[config.mk]
export PLATFORM = sky130hd
export DESIGN_NAME = serial_add_arb
export DESIGN_NICKNAME = d
export VERILOG_FILES = /design/src/rtl/serial_add_arb.sv
export SDC_FILE = /design/constraint.sdc
export NUM_CORES = 1
export LEC_CHECK = 0
export ABC_AREA = 0
export CAP_MARGIN = 40
export CORE_UTILIZATION = 25
export CTS_CLUSTER_DIAMETER = 150
export DETAILED_ROUTE_END_ITERATION = 16
export PLACE_DENSITY = 0.57
export REMOVE_ABC_BUFFERS = 1
export SKIP_CTS_REPAIR_TIMING = 1
export SLEW_MARGIN = 20
export SYNTH_ARGS = -nofsm -noshare
export SYNTH_HDL_FRONTEND = slang
export SYNTH_SLANG_ARGS = --single-unit
[constraint.sdc]
create_clock -name clk -period 1.6 [get_ports clk]
set_input_delay 0.32 -clock clk [delete_from_list [all_inputs] [get_ports clk]]
set_output_delay 0.32 -clock clk [all_outputs]
set_load 0.005 [all_outputs]
[src/rtl/serial_add_arb.sv]
// Two-requester serial adder: round-robin arbitration picks one operand pair,
// which is then added one bit per cycle, LSB first, through a carry register.
module serial_add_arb #(
  parameter int WIDTH = 8
) (
  input  logic             clk,
  input  logic             rst,
  input  logic             req0,
  input  logic             req1,
  input  logic [WIDTH-1:0] a0,
  input  logic [WIDTH-1:0] b0,
  input  logic [WIDTH-1:0] a1,
  input  logic [WIDTH-1:0] b1,
  output logic             ack0,
  output logic             ack1,
  output logic             busy,
  output logic             done,
  output logic             gnt_id,
  output logic [WIDTH-1:0] sum,
  output logic             cout
);

  localparam int CW = (WIDTH > 1) ? $clog2(WIDTH) : 1;

  typedef enum logic [1:0] {IDLE, ADD, DONE} state_t;

  state_t           state, state_next;
  logic [WIDTH-1:0] a_sh, b_sh, res, res_next;
  logic [CW-1:0]    cnt;
  logic             carry, carry_next, s_bit, p_bit, g_bit;
  logic             owner, last, winner, capture, last_bit;

  // On a tie the requester that was not served last wins.
  assign winner   = (req0 && req1) ? ~last : req1;
  assign capture  = (state == IDLE) && (req0 || req1);
  assign last_bit = (cnt == CW'(WIDTH - 1));

  always_comb begin
    p_bit      = a_sh[0] ^ b_sh[0];
    g_bit      = a_sh[0] & b_sh[0];
    s_bit      = p_bit ^ carry;
    carry_next = g_bit | (p_bit & carry);
  end

  // Each new sum bit enters at the MSB so bit i lands in place after WIDTH shifts.
  generate
    if (WIDTH == 1) begin : g_res_w1
      assign res_next = s_bit;
    end else begin : g_res_wn
      assign res_next = {s_bit, res[WIDTH-1:1]};
    end
  endgenerate

  always_ff @(posedge clk or posedge rst) begin
    if (rst) state <= IDLE;
    else     state <= state_next;
  end

  always_comb begin
    state_next = state;
    case (state)
      IDLE:    if (capture) state_next = ADD;
      ADD:     if (last_bit) state_next = DONE;
      DONE:    state_next = IDLE;
      default: state_next = IDLE;
    endcase
  end

  assign busy = (state != IDLE);
  assign done = (state == DONE);

  always_ff @(posedge clk or posedge rst) begin
    if (rst) begin
      ack0   <= 1'b0;
      ack1   <= 1'b0;
      a_sh   <= '0;
      b_sh   <= '0;
      res    <= '0;
      carry  <= 1'b0;
      cnt    <= '0;
      owner  <= 1'b0;
      last   <= 1'b1;
      sum    <= '0;
      cout   <= 1'b0;
      gnt_id <= 1'b0;
    end else begin
      ack0 <= capture && !winner;
      ack1 <= capture && winner;
      if (capture) begin
        a_sh  <= winner ? a1 : a0;
        b_sh  <= winner ? b1 : b0;
        res   <= '0;
        carry <= 1'b0;
        cnt   <= '0;
        owner <= winner;
        last  <= winner;
      end else if (state == ADD) begin
        a_sh  <= a_sh >> 1;
        b_sh  <= b_sh >> 1;
        res   <= res_next;
        carry <= carry_next;
        cnt   <= cnt + 1'b1;
        if (last_bit) begin
          sum    <= res_next;
          cout   <= carry_next;
          gnt_id <= owner;
        end
      end
    end
  end

endmodule

; ---- After elaboration in Yosys (flattened, before gate mapping)
; Index checks and enable logic that the tools add are counted.
[totals]
regBits = 44
inputBits = 36
output_inout_bits = 14
wordCells = 53
[op_classes]
add_sub_neg = 1
n_eq_ne = 5
muxes = 16
bitwise = 7
n_reduce_logical = 11
[ops]
columns = op, n
row1 = 8-bit two-way mux, 8
row2 = 3-bit two-way mux, 2
row3 = 1-bit logical AND, 4
row4 = 2-bit two-way mux, 2
row5 = "2-bit inequality test, second input constant", 2
row6 = 2-bit case mux with 2 select lines, 1
row7 = 2-bit nonzero test, 2
row8 = "3-bit by 1-bit adder with 3-bit output, second input constant", 1
row9 = "3-bit == test, second input constant", 1
row10 = 1-bit two-way mux, 3
row11 = 3-bit AND reduction, 1
row12 = 1-bit bitwise AND, 2
row13 = "2-bit by 1-bit == test with 1-bit output, second input constant", 1
row14 = "2-bit == test, second input constant", 1
row15 = 2-bit logical NOT, 1
row16 = 1-bit inverter, 2
row17 = 2-bit AND reduction, 1
row18 = 1-bit bitwise XOR, 2
row19 = 1-bit logical NOT, 1
row20 = 1-bit logical OR, 1
row21 = 1-bit bitwise OR, 1

; ---- Logic depth before layout (Yosys ltp)
; Gate-level depths: netlist (run 1).
[logic_depth]
depth_word = 5
depth_mapped = 6
ltp_nobuf = 4

; ---- Least setup slack after synthesis (run 1)
; No wires, ideal clock.
[synth_path]
kind = flip-flop to flip-flop
from = register cnt[0]
to = register cout
t_arrival_ns = 1.344
required_time_ns = 1.475
slack_ns = 0.131
stages_incl_launch_ff = 6
period_less_slack_ns = 1.469
cell_sequence = dfrtp_1 -> ha_1 -> ha_1 -> nand2_1 -> buf_2 -> mux2_2
[synth_between]
elab_chain_cells = 2
[synth_rtl]
columns = item, line
row1 = start: declaration, 29  ; logic [CW-1:0] cnt;
row2 = start signal: assignment, 102  ; cnt <= cnt + 1'b1;
row3 = 3-bit == test, 36  ; assign last_bit = (cnt == CW'(WIDTH - 1));
row4 = 3-bit AND reduction (no line), -
row5 = end signal: assignment, 105  ; cout <= carry_next;
row6 = end: declaration, 20  ; output logic cout
; No other way between the ends.
; A chain may end at the register's enable or synchronous reset.

; ---- Worst setup path after layout (run 1)
[layout_path]
from = register state[0]
to = output busy
[layout_between]
elab_chain_cells = 1
[layout_rtl]
columns = item, line
row1 = start: declaration, 27  ; state_t state, state_next;
row2 = start signal: assignment, 56  ; else state <= state_next;
row3 = 2-bit nonzero test, 69  ; assign busy = (state != IDLE);
row4 = end: declaration, 16  ; output logic busy,
; No other way between the ends.

==> results by group, run 1 <==
Status
  – Outcome: completed

Worst setup path
  – Critical path launch point: state[0]
  – Cell depth of the worst setup path: 2
  – Critical path buffers and inverters: 1
  – Critical Path Source Type: register
  – Worst Reg-to-Reg Cells: 5
  – Critical path's largest stage delay: 450 ps
  – Crit path max fanout: 4
  – Setup CP Type: reg -> out
  – Reg2Reg Setup Slack: 70 ps
  – Slowest CP cell: dfrtp_2
  – R2r endpoint: b_sh[7]
  – Worst r2r src: state[0]
  – Crit-path cells: or2_2, dlymetal6s2s_1
  – WP data arrival: between 1000 and 1500 ps
  – Critical path endpoint: busy
  – CP required: 1280 ps
  – CP top delay family: flip-flops
  – CP Capture Type: output pin

Floorplan
  – Die width: 90.6 um
  – Rows: 31
  – Die area: 8210 um2
  – Core area: around 7400 um2
  – Chip height: 90.6 um
  – Ports: 50
  – Initial core utilization: 26.5%

Place
  – Worst slack, placed: -239 ps
  – Port buffer count: 49
  – Placed Instance Area: 2670 um2
  – Hpwl dp: 3390 um
  – Routability cong.: 0.793
  – Cell total after placement: 302

Power
  – Clk pwr share: a little under a fifth
  – PwrDens: 1630 nW/um2
  – Internal power: 3.20 mW
  – Pleak: ~1.2 nW
  – Max VDD drop: approximately 0.4 mV
  – Switch Pwr: 1.37 mW
  – Overall Power: 4.58 mW
  – Gate power share: 40.6%
  – Sw Share: 30.0%
  – Reg power frac: 40.3%

STA
  – Hold_ws: around 300 ps
  – Period utilization: slightly below 100%
  – Max transition margin: between 60 and 70%
  – Setup ws final: 53.6 ps
  – Max-slew violations: 0
  – Fmax: roughly 650 MHz
  – Worst Max-Slew Pin Slew: ~520 ps
  – Setup TNS: 0 ps
  – Clock skew: 9.60 ps
  – RSZ-0062 raised after global routing: false
  – Final number of hold-violating endpoints: 0
  – Setup Viol. Count Final: 0
  – Fin crit period: 1550 ps

Synth
  – Simple-Gate Fraction of Synth Area: 5.17%
  – Synth Area in Compound Gates: 25.4%
  – Post-Synthesis Cells: 148
  – Post-synthesis cell type count: 29
  – Post-synthesis mux area share: 6.31%
  – FF+latch count, synth: between 40 and 50
  – Synth Area in XOR/XNOR: 0%
  – Adder-Cell Fraction of Synth Area: about 2.3%
  – Mapped cell area: 1960 um2
  – Post-synthesis sequential area ratio: 54.9%
  – Syn avg cell area: 13.3 um2
  – Synth warnings: 0
  – Main combinational cell family by area after synthesis: compound AO/OA/AOI/OAI gates

GRT
  – GRT Util Overall: 12.3%
  – Global-route wire length before repair: 8000 um
  – Initial antenna violation count: 0
  – Vias in the first global route: 1,526
  – Pin count of the biggest net entering global routing: 19
  – Gr ovfl total: 0

Detailed routing
  – Antenna-violating nets left: 0
  – DR vias: 1,530
  – DRT iter0 DRCs: between 90 and 100
  – Final WL: 4690 um
  – WL/cell: approximately 15 um
  – Drt drc: 0
  – DR pass1 iterations: 4
  – Vias/cell: 4.92

Clocking
  – Clock Tree Root: clkbuf_8
  – Worst skew pair latency: 300 ps
  – CTS tree: done
  – TritonCTS buffer count: 5
  – Clk buf depth: 2
  – Htree depth: 2
  – Worst-path clk slew: 90 ps
  – Clock sink count: 43

Finish
  – Footprint of the multi-input gates: 779 um2
  – Commonest non-fill, non-tap cell in the layout: clkdlybuf4s50_1
  – Final std cell area, no fill: around 2800 um2
  – Fillers: 719
  – Final net count: 250
  – Share of post-route cells with drive strength above 1: 23.1%
  – Post-layout util: 37.9%
  – Final cell count without fillers: between 300 and 400
  – Register Area: 1080 um2
  – Commonest cells after routing, fill and taps aside: clkdlybuf4s50_1 (47), dfrtp_1 (41), buf_4 (20)
  – Area growth syn-to-layout: 43.3%
  – Diodes inserted: 0

Hold path
  – Min-delay worst type: in -> async

Run
  – Max-cap violations: 0
[state kept, by name (all words and copies together), names as in the netlist]
| name | count |
|---|---|
| res | 7 |
| cout | 1 |
| ack1 | 1 |
| cnt | 3 |
| gnt_id | 1 |
| a_sh | 8 |
| state | 2 |
| sum | 8 |
| last | 1 |
| carry | 1 |
| owner | 1 |
| b_sh | 8 |
| ack0 | 1 |
[how the worst min path moves through the flow]
stage,start,endpoint,cells past startpoint
after detailed placement,last,last,2
after floorplan,a1[7],a_sh[7],1
final,rst,b_sh[3],2
after CTS,rst,state[0],2
after global placement,last,last,2
after global routing,rst,b_sh[3],2
[power by group through the flow]
| stage | Sequential, mW | Clock (mW) | Combinational, mW |
|---|---|---|---|
| 6_report | 1.85 | 0.875 | 1.86 |
| 5_1_grt | 1.91 | 0.947 | 2.06 |
| 4_1_cts | 1.85 | 0.908 | 1.86 |
| 3_5_place_dp | 1.86 | 0 | 1.87 |
| 3_3_place_gp | 1.85 | 0 | 1.84 |
| 2_1_floorplan | 1.85 | 0 | 1.02 |
[per-layer routing]
metal | routed length, um | global-route usage [%] | vias up
li1 | - | - | 718
met1 | 2180 | 16.8 | 762
met2 | 2220 | 18.8 | 43
met3 | 230 | 3.54 | 7
met4 | 55 | 4.03 | 0
met5 | 0 | 0 | -
[layout make-up]
cell class	count	share of cell area [%]
repair buffers	72	24.8
well taps	99	4.41
clock buffers	6	2.94
multi-input cells	85	27.7
inverters	4	0.534
clock inverters	2	1.25
flip-flops and latches	43	38.4
[synth_stat cells (all sizes together)]
library cell | instances | area, um2
dfrtp | 42 | 1050
a2bb2oi | 14 | 123
a311oi | 14 | 123
a32oi | 14 | 123
buf | 13 | 88.8
mux2 | 11 | 124
a22o | 10 | 87.6
inv | 4 | 15.0
clkbuf | 3 | 11.3
a21oi | 2 | 10.0
a221o | 2 | 20.0
and3 | 2 | 12.5
ha | 2 | 25.0
nor2b | 2 | 12.5
or2 | 2 | 12.5
and2 | 1 | 6.26
and3b | 1 | 8.76
dfstp | 1 | 26.3
fa | 1 | 20.0
nand2 | 1 | 3.75
nand2b | 1 | 6.26
nor2 | 1 | 3.75
nor3 | 1 | 16.3
nor3b | 1 | 18.8
o21bai | 1 | 7.51
o22ai | 1 | 6.26
[logic make-up (layout without fill, tap and decap cells)]
group | Yosys count | count (layout)
and+or+nand+nor | 13 | 13
adders and majority gates | 3 | 3
DFF | 43 | 43
AOI/OAI and AO/OA | 58 | 58
muxes | 11 | 11
buffers and inverters | 20 | 84
Note: power is estimated with default switching activity, not from simulation.
==> run 2: changes to the inputs <==
--- a/config.mk
+++ b/config.mk
@@ -12,7 +12,9 @@
 export DETAILED_ROUTE_END_ITERATION = 16
 export PLACE_DENSITY = 0.57
 export REMOVE_ABC_BUFFERS = 1
+export SETUP_SLACK_MARGIN = 0.15
 export SKIP_CTS_REPAIR_TIMING = 1
+export SKIP_LAST_GASP = 1
 export SLEW_MARGIN = 20
 export SYNTH_ARGS = -nofsm -noshare
 export SYNTH_HDL_FRONTEND = slang
==> run 2 against run 1 <==
Die area is the same. Cell count grew 1.6%. Core utilization grew 1.9 points. Register-to-register slack gained 70 ps. Clock-buffer cell count is the same.
==> results by group, run 2 (synthesis gave the netlist of run 1 again) <==
Status
  – Outcome: completed

STA
  – Max transition margin: 64.7% (-0.29 points)
  – Clock skew: 10.0 ps (+0.439 ps)
  – Final number of hold-violating endpoints: 0 (unchanged)
  – Worst Max-Slew Pin Slew: 527 ps (+4.31 ps)
  – Fmax: 641 MHz (-0.82%)
  – Fin crit period: 1560 ps (+12.8 ps)
  – RSZ-0062 raised after global routing: true
  – Max-slew violations: 0 (unchanged)
  – Setup ws final: 40.9 ps (-12.8 ps)
  – Period utilization: 97.4% (+0.80 points)
  – Setup TNS: 0 ps (unchanged)
  – Setup Viol. Count Final: 0 (unchanged)

Worst setup path
  – Crit path max fanout: 4 (unchanged)
  – Critical path's largest stage delay: 460 ps (about the same)
  – WP data arrival: 1240 ps (about the same)
  – Critical Path Source Type: register
  – CP required: 1280 ps (about the same)
  – CP Capture Type: output pin
  – Crit-path cells: or2_2, dlymetal6s2s_1
  – Setup CP Type: reg -> out
  – Slowest CP cell: dfrtp_2

Detailed routing
  – WL/cell: 15.6 um (+3.6%)
  – Final WL: 4940 um (+5.3%)
  – Vias/cell: 4.98 (+1.2%)
  – Antenna-violating nets left: 0 (unchanged)
  – DRT iter0 DRCs: 112 (+17%)
  – DR vias: 1,574 (+2.9%)
  – Drt drc: 0 (unchanged)
  – DR pass1 iterations: 4 (unchanged)

Power
  – Pleak: 1.47 nW (+19%)
  – Max VDD drop: 0.418 mV (+4.0%)
  – PwrDens: 1600 nW/um2 (-1.6%)

Floorplan
  – Rows: 31 (unchanged)
  – Initial core utilization: 26.5% (unchanged)
  – Die area: 8210 um2 (unchanged)
  – Ports: 50 (unchanged)
  – Core area: 7410 um2 (unchanged)
  – Die width: 90.6 um (unchanged)
  – Chip height: 90.6 um (unchanged)

Clocking
  – Worst skew pair latency: 300 ps (about the same)
  – Htree depth: 2 (unchanged)
  – Clk buf depth: 2 (unchanged)
  – Clock Tree Root: clkbuf_8
  – Worst-path clk slew: 90 ps (about the same)
  – TritonCTS buffer count: 5 (unchanged)
  – CTS tree: done
  – Clock sink count: 43 (unchanged)

Finish
  – Share of post-route cells with drive strength above 1: 28.1% (+5.0 points)
  – Commonest non-fill, non-tap cell in the layout: dfrtp_1
  – Regs by FF count: a_sh x8, b_sh x8, sum x8
  – Commonest cells after routing, fill and taps aside: dfrtp_1 (41), clkdlybuf4s50_1 (33), buf_4 (19)
  – Final net count: 255 (+2.0%)
  – Area growth syn-to-layout: 50.6%
  – Post-layout util: 39.9% (+1.9 points)
  – Diodes inserted: 0 (unchanged)

GRT
  – Pin count of the biggest net entering global routing: 19 (unchanged)
  – Gr ovfl total: 0 (unchanged)
  – Initial antenna violation count: 0 (unchanged)
  – Global-route wire length before repair: 8000 um (unchanged)
  – Vias in the first global route: 1,526 (unchanged)
  – GRT Util Overall: 12.3% (unchanged)

Place
  – Worst slack, placed: -239 ps (unchanged)
  – Hpwl dp: 3390 um (unchanged)
  – Port buffer count: 49 (unchanged)
  – Routability cong.: 0.793 (unchanged)

Run
  – Max-cap violations: 0 (unchanged)

Hold path
  – Min-delay worst type: in -> async
## run 2: cell types whose count changed in the layout (fill, tap and decap cells not counted), sizes merged
cell and delta:
clkdlybuf4s50 -14, dlymetal6s2s +14, buf +5
## run 2: where the power goes
group          switching [mW]  total, mW  internal (mW)
Combinational           0.776       2.00           1.23
Sequential              0.289       1.85           1.57
Clock                   0.374      0.879          0.505
Total                    1.44       4.74           3.30
## run 2: layer usage
layer / part of all wire [%] / vias to the layer above / GRT usage [%]
li1: - / 730 / -
met1: 46 / 795 / 16.8
met2: 48 / 42 / 18.8
met3: 4.7 / 7 / 3.54
met4: 1.2 / 0 / 4.03
met5: 0 / - / 0
## run 2: critical path: cells and delay by family (launching register included)
kind	cells	cell delay (ps)
DFF	1	460
buffers and inverters	1	160
and+or+nand+nor	1	320
## run 2: per-stage QoR
step,hold WS [ps],std cells,cell area [um2],power [mW]
5_1_grt,332,316,2960,5.07
3_5_place_dp,483,302,2670,3.73
4_1_cts,310,310,2780,4.62
6_report,299,316,2960,4.74
3_3_place_gp,482,302,2670,3.70
2_1_floorplan,465,132,1860,2.87
## run 2: cell type report
type                       count  area (um2)
clock buffer                   6        82.6
clock inverter                 2        35.0
fill                         706        4450
inverter                       4        15.0
multi-input combinational     85         820
sequential                    43        1080
tap                           99         124
timing repair buffer          77         801
## run 2: final timing paths
| kind | start | to | slack [ps] | cells past startpoint |
|---|---|---|---|---|
| setup / recovery | state[0] | busy | 40 | 2 |
| hold / removal | rst | b_sh[3] | 300 | 2 |
| setup reg to reg | state[0] | b_sh[7] | 140 | 5 |
| hold reg to reg | gnt_id | gnt_id | 500 | 1 |
| max in group asynchronous | rst | cout | 840 | 3 |
| min in group clk | gnt_id | gnt_id | 500 | 1 |
==> run 3: changes to the inputs <==
==> constraint.sdc (replaced) <==
create_clock -name clk -period 1.6 [get_ports clk]
set_input_delay 0.16 -clock clk [delete_from_list [all_inputs] [get_ports clk]]
set_output_delay 0.16 -clock clk [all_outputs]
set_load 0.005 [all_outputs]
==> run 3 against run 2 <==
Clock skew up 1.5 ps. Setup slack better by 55 ps. Cell area shrank 4.2%. Critical endpoint is now b_sh[7]. Routed wire length down 5.9%. Critical path depth rose by 4. Critical path type is now reg -> reg. Register-to-register slack got worse by 40 ps. Sequential share of layout area grew 1.7 points. Combinational power down 4%. Clock-buffer cell count increased by 1. Total power shrank 5.2%. Core utilization shrank 1.7 points.
==> results by group, run 3 (synthesis gave the netlist of run 1 again) <==
Clocking
  – Worst-path clk slew: 80 ps (about the same)
  – CTS tree: done
  – Clk buf depth: 2 (unchanged)
  – TritonCTS buffer count: 5 (unchanged)
  – Clock sink count: 43 (unchanged)
  – Htree depth: 2 (unchanged)
  – Worst skew pair latency: 300 ps (about the same)
  – Clock Tree Root: clkbuf_8

Place
  – Routability cong.: 0.768 (-3.2%)
  – Hpwl dp: 3400 um (+0.37%)
  – Port buffer count: 49 (unchanged)

STA
  – Max transition margin: 78.6% (+14 points)
  – Fmax: 665 MHz (+3.7%)
  – Final number of hold-violating endpoints: 0 (unchanged)
  – Max-slew violations: 0 (unchanged)
  – Period utilization: 94.0% (-3.4 points)
  – Clock skew: 11.5 ps (+1.47 ps)
  – Hold_ws: 89.3 ps (-209 ps)
  – Fin crit period: 1500 ps (-55.0 ps)
  – Setup Viol. Count Final: 0 (unchanged)
  – RSZ-0062 raised after global routing: true
  – Worst Max-Slew Pin Slew: 318 ps (-209 ps)

GRT
  – Global-route wire length before repair: 7510 um (-6.1%)
  – Gr ovfl total: 0 (unchanged)
  – Initial antenna violation count: 0 (unchanged)
  – GRT Util Overall: 11.7% (-0.68 points)
  – Vias in the first global route: 1,514 (-0.79%)
  – Pin count of the biggest net entering global routing: 22 (+3)

Detailed routing
  – Vias/cell: 4.68 (-6.1%)
  – Top routing layer in use: met4
  – Met1 wire length: 2200 um (-2.8%)
  – Metal2 WL: 2140 um (-11%)
  – DRT iter0 DRCs: 45 (-60%)
  – Final WL: 4650 um (-5.9%)
  – WL/cell: 14.9 um (-4.7%)
  – DR pass1 iterations: 4 (unchanged)
  – Drt drc: 0 (unchanged)
  – DR vias: 1,460 (-7.2%)
  – Antenna-violating nets left: 0 (unchanged)
  – Met3 wire len: 253 um (+8.1%)

Finish
  – Area growth syn-to-layout: 44.3%
  – Register Area: 1080 um2 (+0.12%)
  – Final net count: 251 (-1.6%)
  – Share of post-route cells with drive strength above 1: 24.9% (-3.2 points)
  – Commonest cells after routing, fill and taps aside: clkdlybuf4s50_1 (47), dfrtp_1 (40), buf_4 (17)
  – Footprint of the multi-input gates: 783 um2 (-4.4%)
  – Diodes inserted: 0 (unchanged)
  – Fillers: 702 (-0.57%)
  – Commonest non-fill, non-tap cell in the layout: clkdlybuf4s50_1
  – Regs by FF count: a_sh x8, b_sh x8, sum x8
  – Post-layout util: 38.2% (-1.7 points)

Floorplan
  – Rows: 31 (unchanged)
  – Initial core utilization: 26.5% (unchanged)
  – Chip height: 90.6 um (unchanged)
  – Die area: 8210 um2 (unchanged)
  – Ports: 50 (unchanged)
  – Die width: 90.6 um (unchanged)
  – Core area: 7410 um2 (unchanged)

Worst setup path
  – WP data arrival: 1690 ps (+450 ps)
  – Critical Path Source Type: register
  – Setup CP Type: reg -> reg
  – Worst r2r src: state[0]
  – Crit path max fanout: 3 (-1)
  – CP Capture Type: register
  – Critical path launch point: state[0]
  – CP required: 1790 ps (+510 ps)

Status
  – Outcome: completed

Power
  – Pleak: 1.24 nW (-16%)
  – Max VDD drop: 0.384 mV (-8.1%)
  – Overall Power: 4.49 mW (-5.2%)
  – PwrDens: 1590 nW/um2 (-1.0%)

Hold path
  – Min-delay worst type: in -> async

Run
  – Max-cap violations: 0 (unchanged)
-- run 3: final timing paths --
check / end / slack [ps] / cells after the start
min reg2reg: last / 510 / 2
max in group asynchronous: last / 1060 / 3
min: sum[4] / 90 / 2
min in group clk: a_sh[7] / 480 / 2
max: b_sh[7] / 100 / 6
max reg2reg: b_sh[7] / 100 / 6
-- run 3: layer usage --
| layer | vias up | global-route usage [%] |
|---|---|---|
| met5 | - | 0 |
| met4 | 0 | 3.63 |
| met3 | 6 | 4.21 |
| met2 | 33 | 18.1 |
| met1 | 695 | 15.0 |
| li1 | 726 | - |
-- run 3: metrics by stage --
stage	setup slack [ps]	std cells	setup TNS, ps	area (um2)
6_report	95.9	312	0	2830
5_1_grt	47.0	312	0	2830
4_1_cts	-267	308	-495	2770
3_5_place_dp	-135	300	-2560	2680
3_3_place_gp	-181	299	-3440	2670
2_1_floorplan	-421	132	-6520	1860
-- run 3: power breakdown --
part / internal, mW / switching [mW]
Sequential: 1.57 / 0.281
Clock: 0.348 / 0.370
Combinational: 1.19 / 0.735
-- run 3: layout make-up --
cell class	count	area share, %
Clock buffer	7	3.05
Multi-Input combinational cell	85	27.7
Clock inverter	1	0.177
Tap cell	99	4.38
Timing Repair Buffer	73	26.0
Sequential cell	43	38.2
Inverter	4	0.531
-- run 3: worst max-delay path, stage by stage (launching register included) --
cell and delay (ps):
dfrtp_2 390, buf_4 130, nor3_4 40, buf_4 140, or2_1 220, buf_4 140
a221o_1 330
